## src/rtl/spi_pkg.sv

```systemverilog
// Shared definitions for the MCU SPI return path: packet size, transmit
// FSM states and the bit-counter width helper.
package spi_pkg;

    // Two SPI bytes per transaction.
    localparam int DEFAULT_PACKET_BITS = 16;

    // Bit counter must hold 0..PACKET_BITS inclusive.
    localparam int BIT_CNT_W = $clog2(DEFAULT_PACKET_BITS + 1);

    typedef enum logic [1:0] {
        IDLE,
        SHIFT,
        HOLD
    } spi_tx_state_t;

    // Counter width for a non-default packet size.
    function automatic int cnt_width(input int bits);
        return $clog2(bits + 1);
    endfunction

endpackage

```

## src/rtl/spi_edge_detect.sv

```systemverilog
// Rise/fall pulse generator for an already synchronized signal.
module spi_edge_detect #(
    parameter logic RESET_VAL = 1'b0
) (
    input  logic clk,
    input  logic reset,
    input  logic sig,
    output logic rise,
    output logic fall
);

    logic prev;

    // Registered copy of the synced signal, compared against the live value.
    always_ff @(posedge clk or posedge reset) begin
        if (reset) begin
            prev <= RESET_VAL;
        end else begin
            prev <= sig;
        end
    end

    assign rise = sig & ~prev;
    assign fall = ~sig & prev;

endmodule

```

## src/rtl/spi_sync.sv

```systemverilog
// Two-flop synchronizer for a raw asynchronous SPI pin.
module spi_sync #(
    parameter logic RESET_VAL = 1'b0
) (
    input  logic clk,
    input  logic reset,
    input  logic pin,
    output logic synced
);

    logic meta;

    // Two back-to-back flops to settle metastability before use.
    always_ff @(posedge clk or posedge reset) begin
        if (reset) begin
            meta   <= RESET_VAL;
            synced <= RESET_VAL;
        end else begin
            // NOTE: non-blocking assignments so both flops sample the old
            // values on the same edge; blocking would collapse the chain.
            meta   <= pin;
            synced <= meta;
        end
    end

endmodule

```

## src/rtl/spi_tx_response.sv

```systemverilog
// SPI peripheral transmitter (mode 0) returning a 16-bit response word to
// the MCU. A one-entry holding buffer is loaded from fabric; on cs falling
// the buffered word (or IDLE_WORD if none) is shifted out MSB first.
module spi_tx_response
    import spi_pkg::*;
#(
    parameter int                     PACKET_BITS = DEFAULT_PACKET_BITS,
    parameter logic [PACKET_BITS-1:0] IDLE_WORD   = '0
) (
    input  logic                   clk,
    input  logic                   reset,
    input  logic                   sck,
    input  logic                   cs,
    output logic                   sdo,
    input  logic [PACKET_BITS-1:0] txData,
    input  logic                   txValid,
    output logic                   txReady,
    output logic                   busy,
    output logic                   done,
    output logic                   abort,
    output logic                   underrun
);

    localparam int               CNT_W    = cnt_width(PACKET_BITS);
    localparam logic [CNT_W-1:0] LAST_CNT = CNT_W'(PACKET_BITS);

    // Synchronized pins and their edge pulses.
    logic sck_sync, cs_sync;
    logic sck_rise, sck_fall;
    logic cs_rise, cs_fall;

    // Transmit state.
    spi_tx_state_t          state, state_next;
    logic [PACKET_BITS-1:0] shift_reg;
    logic [CNT_W-1:0]       bit_cnt;
    logic [PACKET_BITS-1:0] hold_word;
    logic                   buf_full;

    // Decoded actions for this cycle.
    logic accept;
    logic load_shift;
    logic load_from_buf;
    logic cnt_clear;
    logic cnt_inc;
    logic do_shift;
    logic done_set;
    logic abort_set;
    logic underrun_set;

    // sck idles low in mode 0, cs idles high.
    spi_sync #(.RESET_VAL(1'b0)) u_sck_sync (
        .clk    (clk),
        .reset  (reset),
        .pin    (sck),
        .synced (sck_sync)
    );

    spi_sync #(.RESET_VAL(1'b1)) u_cs_sync (
        .clk    (clk),
        .reset  (reset),
        .pin    (cs),
        .synced (cs_sync)
    );

    spi_edge_detect #(.RESET_VAL(1'b0)) u_sck_edge (
        .clk   (clk),
        .reset (reset),
        .sig   (sck_sync),
        .rise  (sck_rise),
        .fall  (sck_fall)
    );

    spi_edge_detect #(.RESET_VAL(1'b1)) u_cs_edge (
        .clk   (clk),
        .reset (reset),
        .sig   (cs_sync),
        .rise  (cs_rise),
        .fall  (cs_fall)
    );

    assign txReady = ~buf_full;
    assign accept  = txValid & txReady;
    assign busy    = (state != IDLE);

    // FSM state register.
    always_ff @(posedge clk or posedge reset) begin
        if (reset) begin
            state <= IDLE;
        end else begin
            state <= state_next;
        end
    end

    // Next-state, sdo and per-cycle action decode.
    always_comb begin
        // NOTE: every output of this block gets a default first so no path
        // leaves one unassigned, which would otherwise infer a latch.
        state_next    = state;
        sdo           = 1'b0;
        load_shift    = 1'b0;
        load_from_buf = 1'b0;
        cnt_clear     = 1'b0;
        cnt_inc       = 1'b0;
        do_shift      = 1'b0;
        done_set      = 1'b0;
        abort_set     = 1'b0;
        underrun_set  = 1'b0;

        case (state)
            IDLE: begin
                if (cs_fall) begin
                    state_next = SHIFT;
                    load_shift = 1'b1;
                    cnt_clear  = 1'b1;
                    // Uses the pre-cycle buffer flag: a word accepted in this
                    // same cycle waits for the next transaction.
                    if (buf_full) begin
                        load_from_buf = 1'b1;
                    end else begin
                        underrun_set = 1'b1;
                    end
                end
            end

            SHIFT: begin
                sdo = shift_reg[PACKET_BITS-1];
                // cs rising outranks any sck edge in the same cycle.
                if (cs_rise) begin
                    state_next = IDLE;
                    abort_set  = 1'b1;
                end else begin
                    if (sck_rise) begin
                        cnt_inc = 1'b1;
                        if ((bit_cnt + 1'b1) == LAST_CNT) begin
                            state_next = HOLD;
                        end
                    end
                    if (sck_fall && (bit_cnt < LAST_CNT)) begin
                        do_shift = 1'b1;
                    end
                end
            end

            HOLD: begin
                // Extra sck edges are ignored; sdo stays low until cs rises.
                if (cs_rise) begin
                    state_next = IDLE;
                    done_set   = 1'b1;
                end
            end

            default: begin
                state_next = IDLE;
            end
        endcase
    end

    // Shift register: parallel load at cs fall, shift left on sck fall.
    always_ff @(posedge clk or posedge reset) begin
        if (reset) begin
            shift_reg <= '0;
        end else if (load_shift) begin
            shift_reg <= load_from_buf ? hold_word : IDLE_WORD;
        end else if (do_shift) begin
            shift_reg <= {shift_reg[PACKET_BITS-2:0], 1'b0};
        end
    end

    // Count sampled bits (sck rises) within the current transaction.
    always_ff @(posedge clk or posedge reset) begin
        if (reset) begin
            bit_cnt <= '0;
        end else if (cnt_clear) begin
            bit_cnt <= '0;
        end else if (cnt_inc) begin
            bit_cnt <= bit_cnt + 1'b1;
        end
    end

    // One-entry holding buffer between fabric and the shifter.
    always_ff @(posedge clk or posedge reset) begin
        if (reset) begin
            // NOTE: the buffered word is reset too, so a reset mid-transfer
            // discards it rather than sending stale data later.
            hold_word <= '0;
            buf_full  <= 1'b0;
        end else begin
            if (accept) begin
                hold_word <= txData;
            end
            if (load_from_buf) begin
                buf_full <= 1'b0;
            end else if (accept) begin
                buf_full <= 1'b1;
            end
        end
    end

    // Registered one-cycle status pulses.
    always_ff @(posedge clk or posedge reset) begin
        if (reset) begin
            done     <= 1'b0;
            abort    <= 1'b0;
            underrun <= 1'b0;
        end else begin
            done     <= done_set;
            abort    <= abort_set;
            underrun <= underrun_set;
        end
    end

endmodule

```

## config.mk

```make
export PLATFORM = sky130hd
export DESIGN_NAME = spi_tx_response
export DESIGN_NICKNAME = d
export VERILOG_FILES = /design/src/rtl/spi_pkg.sv /design/src/rtl/spi_edge_detect.sv /design/src/rtl/spi_sync.sv /design/src/rtl/spi_tx_response.sv
export SDC_FILE = /design/constraint.sdc
export NUM_CORES = 1
export LEC_CHECK = 0
export ABC_CLOCK_PERIOD_IN_PS = 1700
export CORE_MARGIN = 2
export CORE_UTILIZATION = 48
export CTS_CLUSTER_SIZE = 25
export DETAILED_ROUTE_END_ITERATION = 12
export HOLD_SLACK_MARGIN = 0.1
export PLACE_DENSITY = 0.74
export SKIP_CTS_REPAIR_TIMING = 1
export SLEW_MARGIN = 20
export SYNTH_ARGS = -nofsm -noshare
export SYNTH_HDL_FRONTEND = slang
export SYNTH_SLANG_ARGS = --single-unit
```

## constraint.sdc

```tcl
create_clock -name clk -period 1.7 [get_ports clk]
set_input_delay 0.255 -clock clk [delete_from_list [all_inputs] [get_ports clk]]
set_output_delay 0.255 -clock clk [all_outputs]
set_load 0.01 [all_outputs]
```

## Word level (Yosys, flattened, before mapping)

Index checks and enable logic that the tools add are counted.

- Register bits after elaboration: 49
- Input port bits: 21
- Output and inout port bits: 6
- Word-level logic and storage cells: 71

- Add/subtract/negate cells: 1
- Order comparisons: 1
- Equality and inequality tests: 7
- Muxes and demuxes: 31
- Bitwise logic cells: 10
- Reductions and logical operators: 7

Operators with widths:

| kind | count |
|---|---|
| $mux 16 | 3 |
| $mux 1 | 20 |
| $mux 2 | 5 |
| $mux 5 | 2 |
| $reduce_bool 2->1 | 4 |
| $ne 3x3->1 const B | 2 |
| $pmux 2 s3 | 1 |
| $add 5x1->5 const B | 1 |
| $and 1x1->1 | 5 |
| $eq 5x5->1 const B | 1 |
| $lt 5x5->1 const B | 1 |
| $not 1->1 | 5 |
| $ne 2x2->1 const B | 2 |
| $reduce_and 4->1 | 1 |
| $eq 2x1->1 const B | 1 |
| $eq 2x2->1 const B | 1 |
| $logic_not 2->1 | 1 |
| $logic_and 1x1->1 | 1 |

## Longest topological paths before layout

Gate-level depths: netlist of run 1.

- Word-level depth: 8
- Gate-level depth with buffers: 6
- Depth with buffers taken out: 4

## Cells and area by module

A second synthesis of run 1 with hierarchy kept.

- Cells, all modules: 155
- Area, all modules: 2075.7 um^2

By module, submodules not included:

| module | instances | cells an instance | area each (um^2) | seq. area each (um^2) |
|---|---|---|---|---|
| spi_tx_response | 1 | 141 | 1876.8 | 1076.0 |
| spi_sync at u_cs_sync | 1 | 3 | 56.3 | 52.6 |
| spi_sync at u_sck_sync | 1 | 3 | 53.8 | 50.0 |
| spi_edge_detect at u_cs_edge | 1 | 4 | 45.0 | 26.3 |
| spi_edge_detect at u_sck_edge | 1 | 4 | 43.8 | 25.0 |

## Least setup slack after synthesis of run 1

No wires, ideal clock.

- Path kind: flip-flop to flip-flop
- From: reg u_cs_edge.prev
- To: reg shift_reg[15]
- Setup time: 126 ps
- Arrival time: 1559 ps
- Required time: 1574 ps
- Path slack: 15 ps
- Stages on the path, launching flop included: 7
- Path buffers: 2
- Clock period less this slack: 1685 ps
- Path through: dfstp_2 -> or4b_4 -> buf_6 -> buf_6 -> nand2_1 -> nor2_1 -> a221o_1

- Cells in the longest elaborated chain, start to end: 5
- Elaborated cells between the ends (all ways): 12
- Classes of those cells: 8 x mux; 3 x bitwise; 1 x reduce/logical

RTL lines:

| what | RTL line | text |
|---|---|---|
| from (decl) | spi_edge_detect.sv:12 | `logic prev;` |
| from (signal assigned) | spi_edge_detect.sv:19 | `prev <= sig;` |
| $and 1x1->1 / $not 1->1 (equally long branches) | spi_edge_detect.sv:24, spi_edge_detect.sv:23 |  |
| $mux 1 / $and 1x1->1 (equally long branches) | spi_tx_response.sv:111, spi_edge_detect.sv:23 |  |
| $mux 1, on equally long branches | spi_tx_response.sv:109, spi_tx_response.sv:128 |  |
| $mux 16 / $mux 1 (equally long branches) | spi_tx_response.sv:163, spi_tx_response.sv:109 |  |
| $mux 16 / $reduce_bool 2->1 (equally long branches) | - |  |
| to (signal assigned) | spi_tx_response.sv:163 | `shift_reg <= load_from_buf ? hold_word : IDLE_WORD;` |
| to (signal assigned) | spi_tx_response.sv:165 | `shift_reg <= {shift_reg[PACKET_BITS-2:0], 1'b0};` |
| to (decl) | spi_tx_response.sv:34 | `logic [PACKET_BITS-1:0] shift_reg;` |

Parallel ways exist; a longest one is shown, timed or not.
A chain may end at the register's enable or synchronous reset.

## Worst setup path after layout of run 1

- From: reg u_cs_edge.prev
- To: reg shift_reg[4]

Same word-level chain as after synthesis.

==> results of run 1 <==
metal layers:
metal | global-route usage [%] | vias up
met5 | 0 | -
met4 | 6.318 | 0
met3 | 5.994 | 6
met2 | 27.99 | 38
met1 | 20.81 | 679
li1 | - | 657
cell type report:
type	instances	area [sq um]
fillers	309	1503
multi-input cells	107	747.0
well taps	50	62.56
inverters	4	15.01
clock inverters	1	30.03
repair buffers	34	352.8
clock buffers	7	86.33
flip-flops and latches	49	1232
worst max-delay path, delay by kind of cell (launching register included):
kind               cells  cell delay (ns)
AOI/OAI and AO/OA      1             0.27
and+or+nand+nor        3             0.71
DFF                    1             0.57
cell families (layout without fill, tap and decap cells):
group | Yosys count | in the layout | share of synthesized area (%)
and+or+nand+nor | 60 | 61 | 14.04
DFF | 49 | 49 | 60.53
AOI/OAI and AO/OA | 26 | 26 | 10.71
muxes | 17 | 17 | 9.359
buffers and inverters | 15 | 46 | 3.879
xor gates and xnor gates | 2 | 2 | 0.8622
adders and majority gates | 1 | 1 | 0.6157
worst paths after layout:
path / from / to / slack, ns / cells past startpoint
setup reg to reg: u_cs_edge.prev / shift_reg[4] / 0.03 / 4
max in group asynchronous: reset / u_cs_sync.synced / 1.11 / 3
hold reg to reg: u_sck_sync.meta / u_sck_sync.synced / 0.36 / 0
hold / removal: reset / underrun / 0.31 / 3
setup / recovery: u_cs_edge.prev / shift_reg[4] / 0.03 / 4
min in group clk: cs / u_cs_sync.meta / 0.35 / 1
metrics by stage:
stage / setup WS (ns) / utilization, % / instances
finish: 0.03133 / 62.70 / 252
global route: 0.004431 / 62.70 / 252
CTS: -0.1814 / 61.68 / 250
detailed placement: 0.005599 / 58.79 / 242
global placement: 0.05666 / 58.79 / 242
floorplan: 0.01469 / - / 170
power by group through the flow:
stage	clock network [uW]	logic (uW)	registers, uW
5_1_grt	918	967	1860
4_1_cts	865	886	1810
2_1_floorplan	0	646	1740
3_3_place_gp	0	826	1810
3_5_place_dp	0	881	1830
6_report	849	879	1810
placed cells by master, fill, tap and decap left out, types with 5 or more instances in the layout:
cell	count
sky130_fd_sc_hd__o21ai_0	5
sky130_fd_sc_hd__nor2_1	19
sky130_fd_sc_hd__mux2_2	16
sky130_fd_sc_hd__buf_4	6
sky130_fd_sc_hd__a221o_1	15
sky130_fd_sc_hd__clkbuf_8	6
sky130_fd_sc_hd__nand3_1	8
sky130_fd_sc_hd__clkdlybuf4s50_1	23
sky130_fd_sc_hd__nand2_1	19
sky130_fd_sc_hd__dfrtp_1	44
sky130_fd_sc_hd__nand2b_1	5
==> impl_results.md, run 1 <==
* Post-synthesis sequential element count at approximately 50
* Type of element launching the critical path: flop
* Synth-to-Final Area Change at 24.32%
* Count of boundary I/O pins at 27
* Routability-driven placement congestion ratio at about 0.83
* Ratio of cells with drive above 1 in the final layout at 21.29%
* Half-perimeter wire length after placement at 2603 um
* Clock input transition at the sequential cells of the worst setup and hold paths at about 0.09 ns
* Crit Path Class: reg2reg
* Top-area cell type share of the netlist area at 56.65%
* Class of the most critical hold timing path: in2async
* Number of flops mapped to enable cells by yosys at 0
* Cell Chain, Critical Path: or4b_4 > nand2_1 > nor2_1 > a221o_1
* Clock Root Buffer: sky130_fd_sc_hd__clkbuf_8
* Highest-delay cell along the critical path: sky130_fd_sc_hd__dfstp_2
* Antenna cells at 0
* Clock latency on the worst-skew pair at 0.30 ns
* Most used DFF post-synth: sky130_fd_sc_hd__dfrtp_1
* Combinational share of power at 24.8%
* Most frequently used cell type in the post-synthesis netlist: sky130_fd_sc_hd__dfrtp_1
* Maximum net fanout on the critical path at 9
* Post-synthesis net count at 192
* Number of CTS-inserted buffers at 5
* Time the worst path needs with I/O delays and setup at 1.669 ns
* Clock net sink count at 49
* Count of unresolved DRC violations after routing at 0
* Synth area leader: sky130_fd_sc_hd__dfrtp_1
* Post-synthesis area per instance at 11.95 sq um
* Unrepaired setup endpoints after global routing: no
* Share of the clock period used by the worst path after layout at 98.16%
* Peak supply drop at 0.5793 mV
* Final hold vios at 0
* Worst stage delay on the critical path at 0.57 ns
* Chip width at 69.07 um
* Switching power summed over all nets at 982.0 uW
* Leak pwr at roughly 0.0012 uW
* Dominant cells by area after synthesis: sky130_fd_sc_hd__dfrtp_1 (57%), sky130_fd_sc_hd__mux2_2 (8.9%), sky130_fd_sc_hd__a221o_1 (7.4%)
* Power per unit of standard cell area at approximately 1400 nW/um^2
* Part of the Yosys area used for sequential elements at just over 60%
* Via count of the first global-routing pass at 1370
* Worst clock skew at 0.009056 ns
* CTS tree: yes
* Run status: finished clean
* Pre-Repair DR Iteration Count at 4
* Avg WL per Cell at 15.38 um
* Finished Cell Area at approximately 2500 sq um
* Largest net degree at the start of global routing at 32
* Tot GR Track Use at between 10% and 20%
* Total vias in the final route at approximately 1400
* Global-route wire length before repair at 6417 um
* Clock power share at 24.0%
* Final WL at 3876 um
* Arrival time at the worst endpoint at roughly 1.9 ns
* Antenna violations before repair at 0
* Total standard cell area after synthesis at 2032 sq um
* Standard cell core area at about 4000 sq um
* Relative slew margins at 75.19%
* Worst Hold Slack at about 0.3 ns
* Cell count after synthesis at 170
* Top layer in use: met4
* PortBufs at 26
* Number of routed nets with antenna violations at 0
* Routed length on met2 at between 1500 and 2000 um
* Ratio of routed vias to standard cells at 5.476
* Global-route congestion overflow total at 0
* Most frequent cells after synthesis: sky130_fd_sc_hd__dfrtp_1 (46), sky130_fd_sc_hd__nand2_1 (19), sky130_fd_sc_hd__nor2_1 (19)
* Setup Total Neg Slack at 0 ns
* Instance area at placement at 2369 sq um
* Critical path data required time at 1.88 ns
* Max-cap violations at 0
* FP Rows at 23
* Syn. warnings at 0
* Final net count at 223
* Max Clk Rate at 0.5993 GHz
* Slew at the pin closest to its max-slew limit at 0.3711 ns
* Final Max Tran Viols at 0
* Initial drt markers at around 130
* Die Area at between 4000 and 5000 sq um
* Type of destination of the critical path: flop
* Internal power at 2559 uW
* Met1 WL at 1630 um
* Power consumption at 3541 uW
* Effective utilization at floorplan at between 50% and 60%
* Portion of total power attributed to sequential cells at 51.2%
* Proportion of total power due to net switching at 27.73%
* Number of distinct library cells after synthesis at 28
* Met3 wire len at 192 um
* Die boundary height at 69.07 um
* FFs w/ async S/R, synth at 100.0%
* CTS Buffer Depth at 2
* Number of failing setup endpoints in the final timing report at 0
* H-tree lvl count at 2
No activity file was read; power rests on OpenSTA's default activity.
==> run 2: changes to the inputs <==
--- a/config.mk
+++ b/config.mk
@@ -5,13 +5,15 @@
 export SDC_FILE = /design/constraint.sdc
 export NUM_CORES = 1
 export LEC_CHECK = 0
-export ABC_CLOCK_PERIOD_IN_PS = 1700
+export ABC_CLOCK_PERIOD_IN_PS = 2000
+export CELL_PAD_IN_SITES_DETAIL_PLACEMENT = 1
+export CELL_PAD_IN_SITES_GLOBAL_PLACEMENT = 1
 export CORE_MARGIN = 2
-export CORE_UTILIZATION = 48
+export CORE_UTILIZATION = 46
 export CTS_CLUSTER_SIZE = 25
 export DETAILED_ROUTE_END_ITERATION = 12
 export HOLD_SLACK_MARGIN = 0.1
-export PLACE_DENSITY = 0.74
+export PLACE_DENSITY_LB_ADDON = 0.1
 export SKIP_CTS_REPAIR_TIMING = 1
 export SLEW_MARGIN = 20
 export SYNTH_ARGS = -nofsm -noshare
==> constraint.sdc (replaced) <==
create_clock -name clk -period 2 [get_ports clk]
set_input_delay 0.3 -clock clk [delete_from_list [all_inputs] [get_ports clk]]
set_output_delay 0.3 -clock clk [all_outputs]
set_load 0.01 [all_outputs]
==> run 2 against run 1 <==
Compared with the run above:
- hold slack improved by 0.046 ns
- die area up 4.1%
- sequential share of layout area up 1.9 points
- global-route usage is 0.95 points higher
- sequential power shrank 15%
- largest power group unchanged
==> impl_results.md, run 2 (synthesis gave the netlist of run 1 again) <==
* Relative slew margins at 75.33% (+0.14 points)
* Maximum net fanout on the critical path at 5 (-4)
* Die Area at 4965 sq um (+4.1%)
* Clock power share at 19.9% (-4.1 points)
* Unrepaired setup endpoints after global routing: no
* Ratio of routed vias to standard cells at 5.394 (-1.5%)
* Clock latency on the worst-skew pair at 0.29 ns (about the same)
* Clock input transition at the sequential cells of the worst setup and hold paths at 0.09 ns (about the same)
* Worst clock skew at 0.003533 ns (-0.005523 ns)
* Type of element launching the critical path: flop
* Setup Total Neg Slack at 0 ns (unchanged)
* Half-perimeter wire length after placement at 2783 um (+6.9%)
* Antenna cells at 0 (unchanged)
* Effective utilization at floorplan at 47.32% (-3.1 points)
* Final Max Tran Viols at 0 (unchanged)
* Number of CTS-inserted buffers at 5 (unchanged)
* Critical path data required time at 1.70 ns (-0.18 ns)
* Initial drt markers at 67 (-46%)
* Combinational share of power at 25.6% (+0.8 points)
* Via count of the first global-routing pass at 1492 (+8.9%)
* Power per unit of standard cell area at 1165 nW/um^2 (-17%)
* Portion of total power attributed to sequential cells at 54.5% (+3.3 points)
* Time the worst path needs with I/O delays and setup at 1.887 ns
* Switching power summed over all nets at 839.5 uW (-15%)
* Commonest cells after routing, fill and taps aside: sky130_fd_sc_hd__dfrtp_1 (46), sky130_fd_sc_hd__clkdlybuf4s50_1 (26), sky130_fd_sc_hd__nor2_1 (19), sky130_fd_sc_hd__nand2_1 (19), sky130_fd_sc_hd__mux2_2 (16)
* Slew at the pin closest to its max-slew limit at 0.3691 ns (-0.002041 ns)
* Most common cell after layout, fill and taps aside: sky130_fd_sc_hd__dfrtp_1
* Share of the clock period used by the worst path after layout at 94.35%
* CTS tree: yes
* Ratio of cells with drive above 1 in the final layout at 18.27% (-3.0 points)
* Standard cell core area at 4294 sq um (+6.6%)
* Routability-driven placement congestion ratio at 0.7053 (-15%)
* Peak supply drop at 0.6091 mV (+5.2%)
* Leak pwr at 0.001077 uW (-7.0%)
* Avg WL per Cell at 16.22 um (+5.5%)
* Global-route congestion overflow total at 0 (unchanged)
* Worst r2r path cells at 3 (-1)
* PortBufs at 26 (unchanged)
* Pre-Repair DR Iteration Count at 4 (unchanged)
* Run status: finished clean
* Crit Path Class: reg2out
* CTS Buffer Depth at 2 (unchanged)
* Class of the most critical hold timing path: in2async
* Number of failing setup endpoints in the final timing report at 0 (unchanged)
* Synth-to-Final Area Change at 19.34%
* Arrival time at the worst endpoint at 1.59 ns (-0.26 ns)
* Final WL at 4039 um (+4.2%)
* Die boundary height at 70.46 um (+2.0%)
* Antenna violations before repair at 0 (unchanged)
* Final net count at 218 (-2.2%)
* Type of destination of the critical path: primary output
* Pre-CTS worst setup slack at 0.1827 ns (+0.1771 ns)
* Max-cap violations at 0 (unchanged)
* Max Clk Rate at between 0.5 and 0.6 GHz
* Total vias in the final route at 1343 (-2.7%)
* Largest net degree at the start of global routing at 50 (+56%)
* FP Rows at 24 (+4.3%)
* Tot GR Track Use at 18.03% (+0.95 points)
* Count of unresolved DRC violations after routing at 0 (unchanged)
* Clock net sink count at 49 (unchanged)
* Count of boundary I/O pins at 27 (unchanged)
* Final setup slack of the worst path at 0.1130 ns (+0.08171 ns)
* Final hold vios at 0 (unchanged)
* Number of routed nets with antenna violations at 0 (unchanged)
* Proportion of total power due to net switching at 29.72% (+2.0 points)
* Chip width at 70.46 um (+2.0%)
* Global-route wire length before repair at 7044 um (+9.8%)
* Clock Root Buffer: sky130_fd_sc_hd__clkbuf_8
* Internal power at 1985 uW (-22%)
* H-tree lvl count at 2 (unchanged)
[run 2: cell type report]
class / instances / area [sq um]
Sequential cell: 49 / 1230
Clock buffer: 5 / 68.82
Clock inverter: 3 / 17.52
Multi-Input combinational cell: 106 / 725.7
Inverter: 4 / 15.01
Timing Repair Buffer: 30 / 302.8
Tap cell: 52 / 65.06
Fill cell: 463 / 1869
[run 2: worst paths after layout]
check / start / to / slack, ns
min in group clk: u_cs_sync.meta / u_cs_sync.synced / 0.37
setup reg to reg: u_cs_edge.prev / shift_reg[4] / 0.16
max in group asynchronous: reset / u_cs_sync.synced / 1.37
hold / removal: reset / underrun / 0.35
hold reg to reg: u_cs_sync.meta / u_cs_sync.synced / 0.37
setup / recovery: state[1] / sdo / 0.11
[run 2: layer usage]
layer	up-vias	wire, um	GRT usage [%]
met5	-	0	0
met4	0	42	4.701
met3	4	119	4.329
met2	25	2039	29.98
met1	670	1838	23.67
li1	644	-	-
[run 2: critical path: stages (launching register included)]
cell and delay (ns):
sky130_fd_sc_hd__dfrtp_1 0.43, sky130_fd_sc_hd__nor2b_2 0.17, sky130_fd_sc_hd__and2_1 0.17, sky130_fd_sc_hd__clkdlybuf4s50_1 0.54
[run 2: power groups by stage]
stage	clock network, uW	logic (uW)	registers, uW
global placement	0	679	1550
global route	623	812	1590
CTS	586	739	1540
floorplan	0	549	1480
finish	563	722	1540
detailed placement	0	732	1560
[run 2: per-stage QoR]
step | util [%] | hold slack [ns] | std cells | power (uW) | cell area, sq um
after floorplan | - | 0.3045 | 170 | 2026 | 2032
after global placement | 54.40 | 0.3431 | 241 | 2227 | 2336
after detailed placement | 54.40 | 0.3535 | 241 | 2287 | 2336
after CTS | 56.41 | 0.3659 | 249 | 2870 | 2422
after global routing | 56.47 | 0.3757 | 249 | 3025 | 2425
final | 56.47 | 0.3529 | 249 | 2825 | 2425
==> variant 1 (flow settings as in run 1) <==
The output `underrun` loses its register stage (`underrun` becomes a continuous assignment).
--- a/src/rtl/spi_tx_response.sv
+++ b/src/rtl/spi_tx_response.sv
@@ -201,13 +201,13 @@
         if (reset) begin
             done     <= 1'b0;
             abort    <= 1'b0;
-            underrun <= 1'b0;
         end else begin
             done     <= done_set;
             abort    <= abort_set;
-            underrun <= underrun_set;
-        end
-    end
+        end
+    end
+
+    assign underrun = underrun_set;
 
 endmodule
 
Behaviour: not the same (Yosys sat finds a counterexample within 4 cycles, from zero or initial values and one cycle with reset high).
==> variant 1 against run 1 <==
The flow now finishes with violations (negative setup slack); design area down 2.2%; sequential cell count down 1; die area down 1.2%; first-iteration DRC count down 30%; worst hold slack worse by 0.017 ns; clock power down 25%; count of clock-buffer cells in the layout unchanged; core utilization down 0.93 points; synthesized area down 1.2%; setup slack worse by 0.12 ns; power down 6.8%; wire length down 2.9%; highest routed layer unchanged.
==> variant 1: results <==
[status]
outcome = finished with violations
violations = negative setup slack

[power_and_ir_drop]
power_leakage_nw = 1.12
vdd_ir_drop_max_mv = 0.857
clockPowerShare = 0.192
swShare = 0.288
combPwrFrac = 0.271
comb_power_w = 0.000893

[synth]
synth.area.top_cells = dfrtp_1, mux2_2, a221o_1
synthAdderAreaFrac = 0.00623
synth-compound-area-share = 0.108
ys_types = 28
ys_seq_elements = 48
yosysWarnings = 0
synth_top_area_share = 0.561
synth_xor_area_frac = 0.00873
synth_nets = 191
seq_area_frac_synth = 0.600
synth_mux_area_frac = 0.0948
synth.top_cells.by_count = dfrtp_1, nand2_1, nor2_1
syn_area_per_cell_um2 = 11.9

[setup_path]
cpPeakStageDelay_ns = 0.53
worstPathArrival_ns = 1.53
critPathMaxFanout = 3
ff2ff_setup_slack_ns = -0.07
cp_slowest_cell = dfstp_2

[clock_network]
cts_inserted_buffers = 5
clk_latency_ns = 0.29

[finish]
multi_input_area_share = 0.295
nFillCells = 331
nonClkBufAreaFrac = 0.153
drive_gt1_frac = 0.214
nMultiInputCombCells = 106
nNonClkBuffers = 35
clkCellAreaFrac = 0.0329
seq_share = 0.488
nets = 222

[global_route]
grt_use_total = 0.177
grt_pass1_vias = 1330
grt_pass1_wl_um = 6040

[detailed_routing]
num_vias = 1379
drt-initial-drc-count = 88
wirelength_um = 3760
vias_per_cell = 5.49

[sta]
setup_viol = 16
tightest_slew_ns = 0.449
setup_slack_ns = -0.0884
fin_skew_ns = 0.00256

[placement]
place.gp.congestion = 0.735
placedCellCount = 243
dpl.hpwl_um = 2590
post-place-ws_ns = -0.163
==> variant 1: final timing paths <==
path | to | from | cells after the start
setup reg to reg | shift_reg[3] | u_cs_edge.prev | 5
setup / recovery | underrun | u_cs_edge.prev | 3
hold / removal | bit_cnt[4] | reset | 2
max in group asynchronous | buf_full | reset | 3
hold reg to reg | u_cs_sync.synced | u_cs_sync.meta | 0
min in group clk | u_cs_sync.synced | u_cs_sync.meta | 0
==> variant 1: metal layers <==
metal  up-vias  track usage  part of all wire
met4         0       0.0425             0.011
met1       690        0.235              0.45
met5         -            0                 0
met2        32        0.284              0.50
li1        650            -                 -
met3         7       0.0536             0.043
==> variant 1: metrics by stage <==
step           setup TNS [ns]  hold slack (ns)  utilization  area, µm²
5_1_grt                 -1.89            0.327        0.618       2470
4_1_cts                 -1.84            0.300        0.617       2470
2_1_floorplan               0            0.259            -       2010
3_5_place_dp           -0.944            0.348        0.596       2390
3_3_place_gp           -0.637            0.335        0.596       2390
6_report               -0.942            0.290        0.618       2470
==> variant 2 (settings of run 1) <==
Without the edit above. `RESET_VAL` is set to 1'b1 in 2 places; all go to 1'b0.
--- a/src/rtl/spi_tx_response.sv
+++ b/src/rtl/spi_tx_response.sv
@@ -55,7 +55,7 @@
         .synced (sck_sync)
     );
 
-    spi_sync #(.RESET_VAL(1'b1)) u_cs_sync (
+    spi_sync #(.RESET_VAL(1'b0)) u_cs_sync (
         .clk    (clk),
         .reset  (reset),
         .pin    (cs),
@@ -70,7 +70,7 @@
         .fall  (sck_fall)
     );
 
-    spi_edge_detect #(.RESET_VAL(1'b1)) u_cs_edge (
+    spi_edge_detect #(.RESET_VAL(1'b0)) u_cs_edge (
         .clk   (clk),
         .reset (reset),
         .sig   (cs_sync),
Check against the original RTL: not equivalent (Yosys sat finds a counterexample within 4 cycles, from zero or initial values and one cycle with reset high).
==> variant 2 against run 1 <==
Final cell count down 1.2%; synthesized area down 0.18%; worst hold slack better by 0.0034 ns; critical path depth unchanged; design area down 0.59%; power down 1.8%; clock skew down 0.0033 ns; wire length down 6.8%; first-iteration DRC count down 19%; setup slack worse by 0.0094 ns; combinational power up 0.9%; sequential cell count unchanged.
==> variant 2: results <==
[power_and_ir_drop]
finalPower_w = 0.00348
combPwrFrac = 0.255
power_leakage_nw = 1.14
clockPowerShare = 0.224
vdd_ir_drop_max_mv = 0.673
intPower_w = 0.00251

[synth]
syn_area_per_cell_um2 = 11.9
synth_xor_area_frac = 0.00864
yosysWarnings = 0
synth.top_cells.by_count = dfrtp_1, nand2_1, nor2_1
synth.area.top_cells = dfrtp_1, mux2_2, a221o_1
synthAdderAreaFrac = 0.00617
synth_mux_area_frac = 0.0938
synth_nets = 192
async_flop_share = 1.00
ys_types = 27
seq_area_frac_synth = 0.605
synth-compound-area-share = 0.107

[global_route]
grt_pass1_wl_um = 6220
gr-usage-met1 = 0.221
grt_use_total = 0.163
grt_pass1_vias = 1335
use_met2 = 0.248
use_met3 = 0.0453
grt_max_degree = 50

[finish]
fin_cells = 249
multiInputGateArea_um2 = 733
nFillCells = 308
nets = 221
drive_gt1_frac = 0.196

[clock_network]
clkTransAtPathRegs_ns = 0.08

[detailed_routing]
dr.pass1.iters = 5
drt-met1-wl_um = 1590
wl_met2_um = 1810
vias_per_cell = 5.44
drt-initial-drc-count = 101
wl_per_cell_um = 14.5
dr_wl_met3_um = 154
top_layer = met4

[sta]
tightest_slew_ns = 0.357
holdWs_ns = 0.310
fin_skew_ns = 0.00574

[setup_path]
rr_startpoint = u_cs_sync.synced
critical_path_required_ns = 1.88
critPathMaxFanout = 22
cp_slowest_cell = or4b_4
r2r_end = shift_reg[13]
cpPeakStageDelay_ns = 0.70

[placement]
dpl.hpwl_um = 2420
io_buffers = 26
place.gp.congestion = 0.811
post-place-ws_ns = -0.00731
placedCellCount = 239
placed_area_um2 = 2350

[status]
outcome = completed
variant 2: cell types whose count changed after synthesis:
cell	before	now
dfrtp_1	46	49
dfstp_2	3	0
variant 2: worst max path at each step:
stage          slack, ns       endpoint        startpoint  cells after the start
6_report            0.02  shift_reg[13]  u_cs_sync.synced                      4
5_1_grt            -0.03   shift_reg[9]  u_cs_sync.synced                      4
4_1_cts            -0.16            sdo          state[0]                      3
3_5_place_dp      -0.007  shift_reg[13]  u_cs_sync.synced                      3
3_3_place_gp        0.05   shift_reg[1]  u_cs_sync.synced                      3
2_1_floorplan       0.07  shift_reg[15]  u_cs_sync.synced                      6
variant 2: final cells by class:
| type | count | share of cell area |
|---|---|---|
| sequential | 49 | 0.489 |
| multi-input combinational | 106 | 0.292 |
| timing repair buffer | 33 | 0.146 |
| tap | 50 | 0.0249 |
| inverter | 4 | 0.00598 |
| clock inverter | 2 | 0.0140 |
| clock buffer | 5 | 0.0274 |
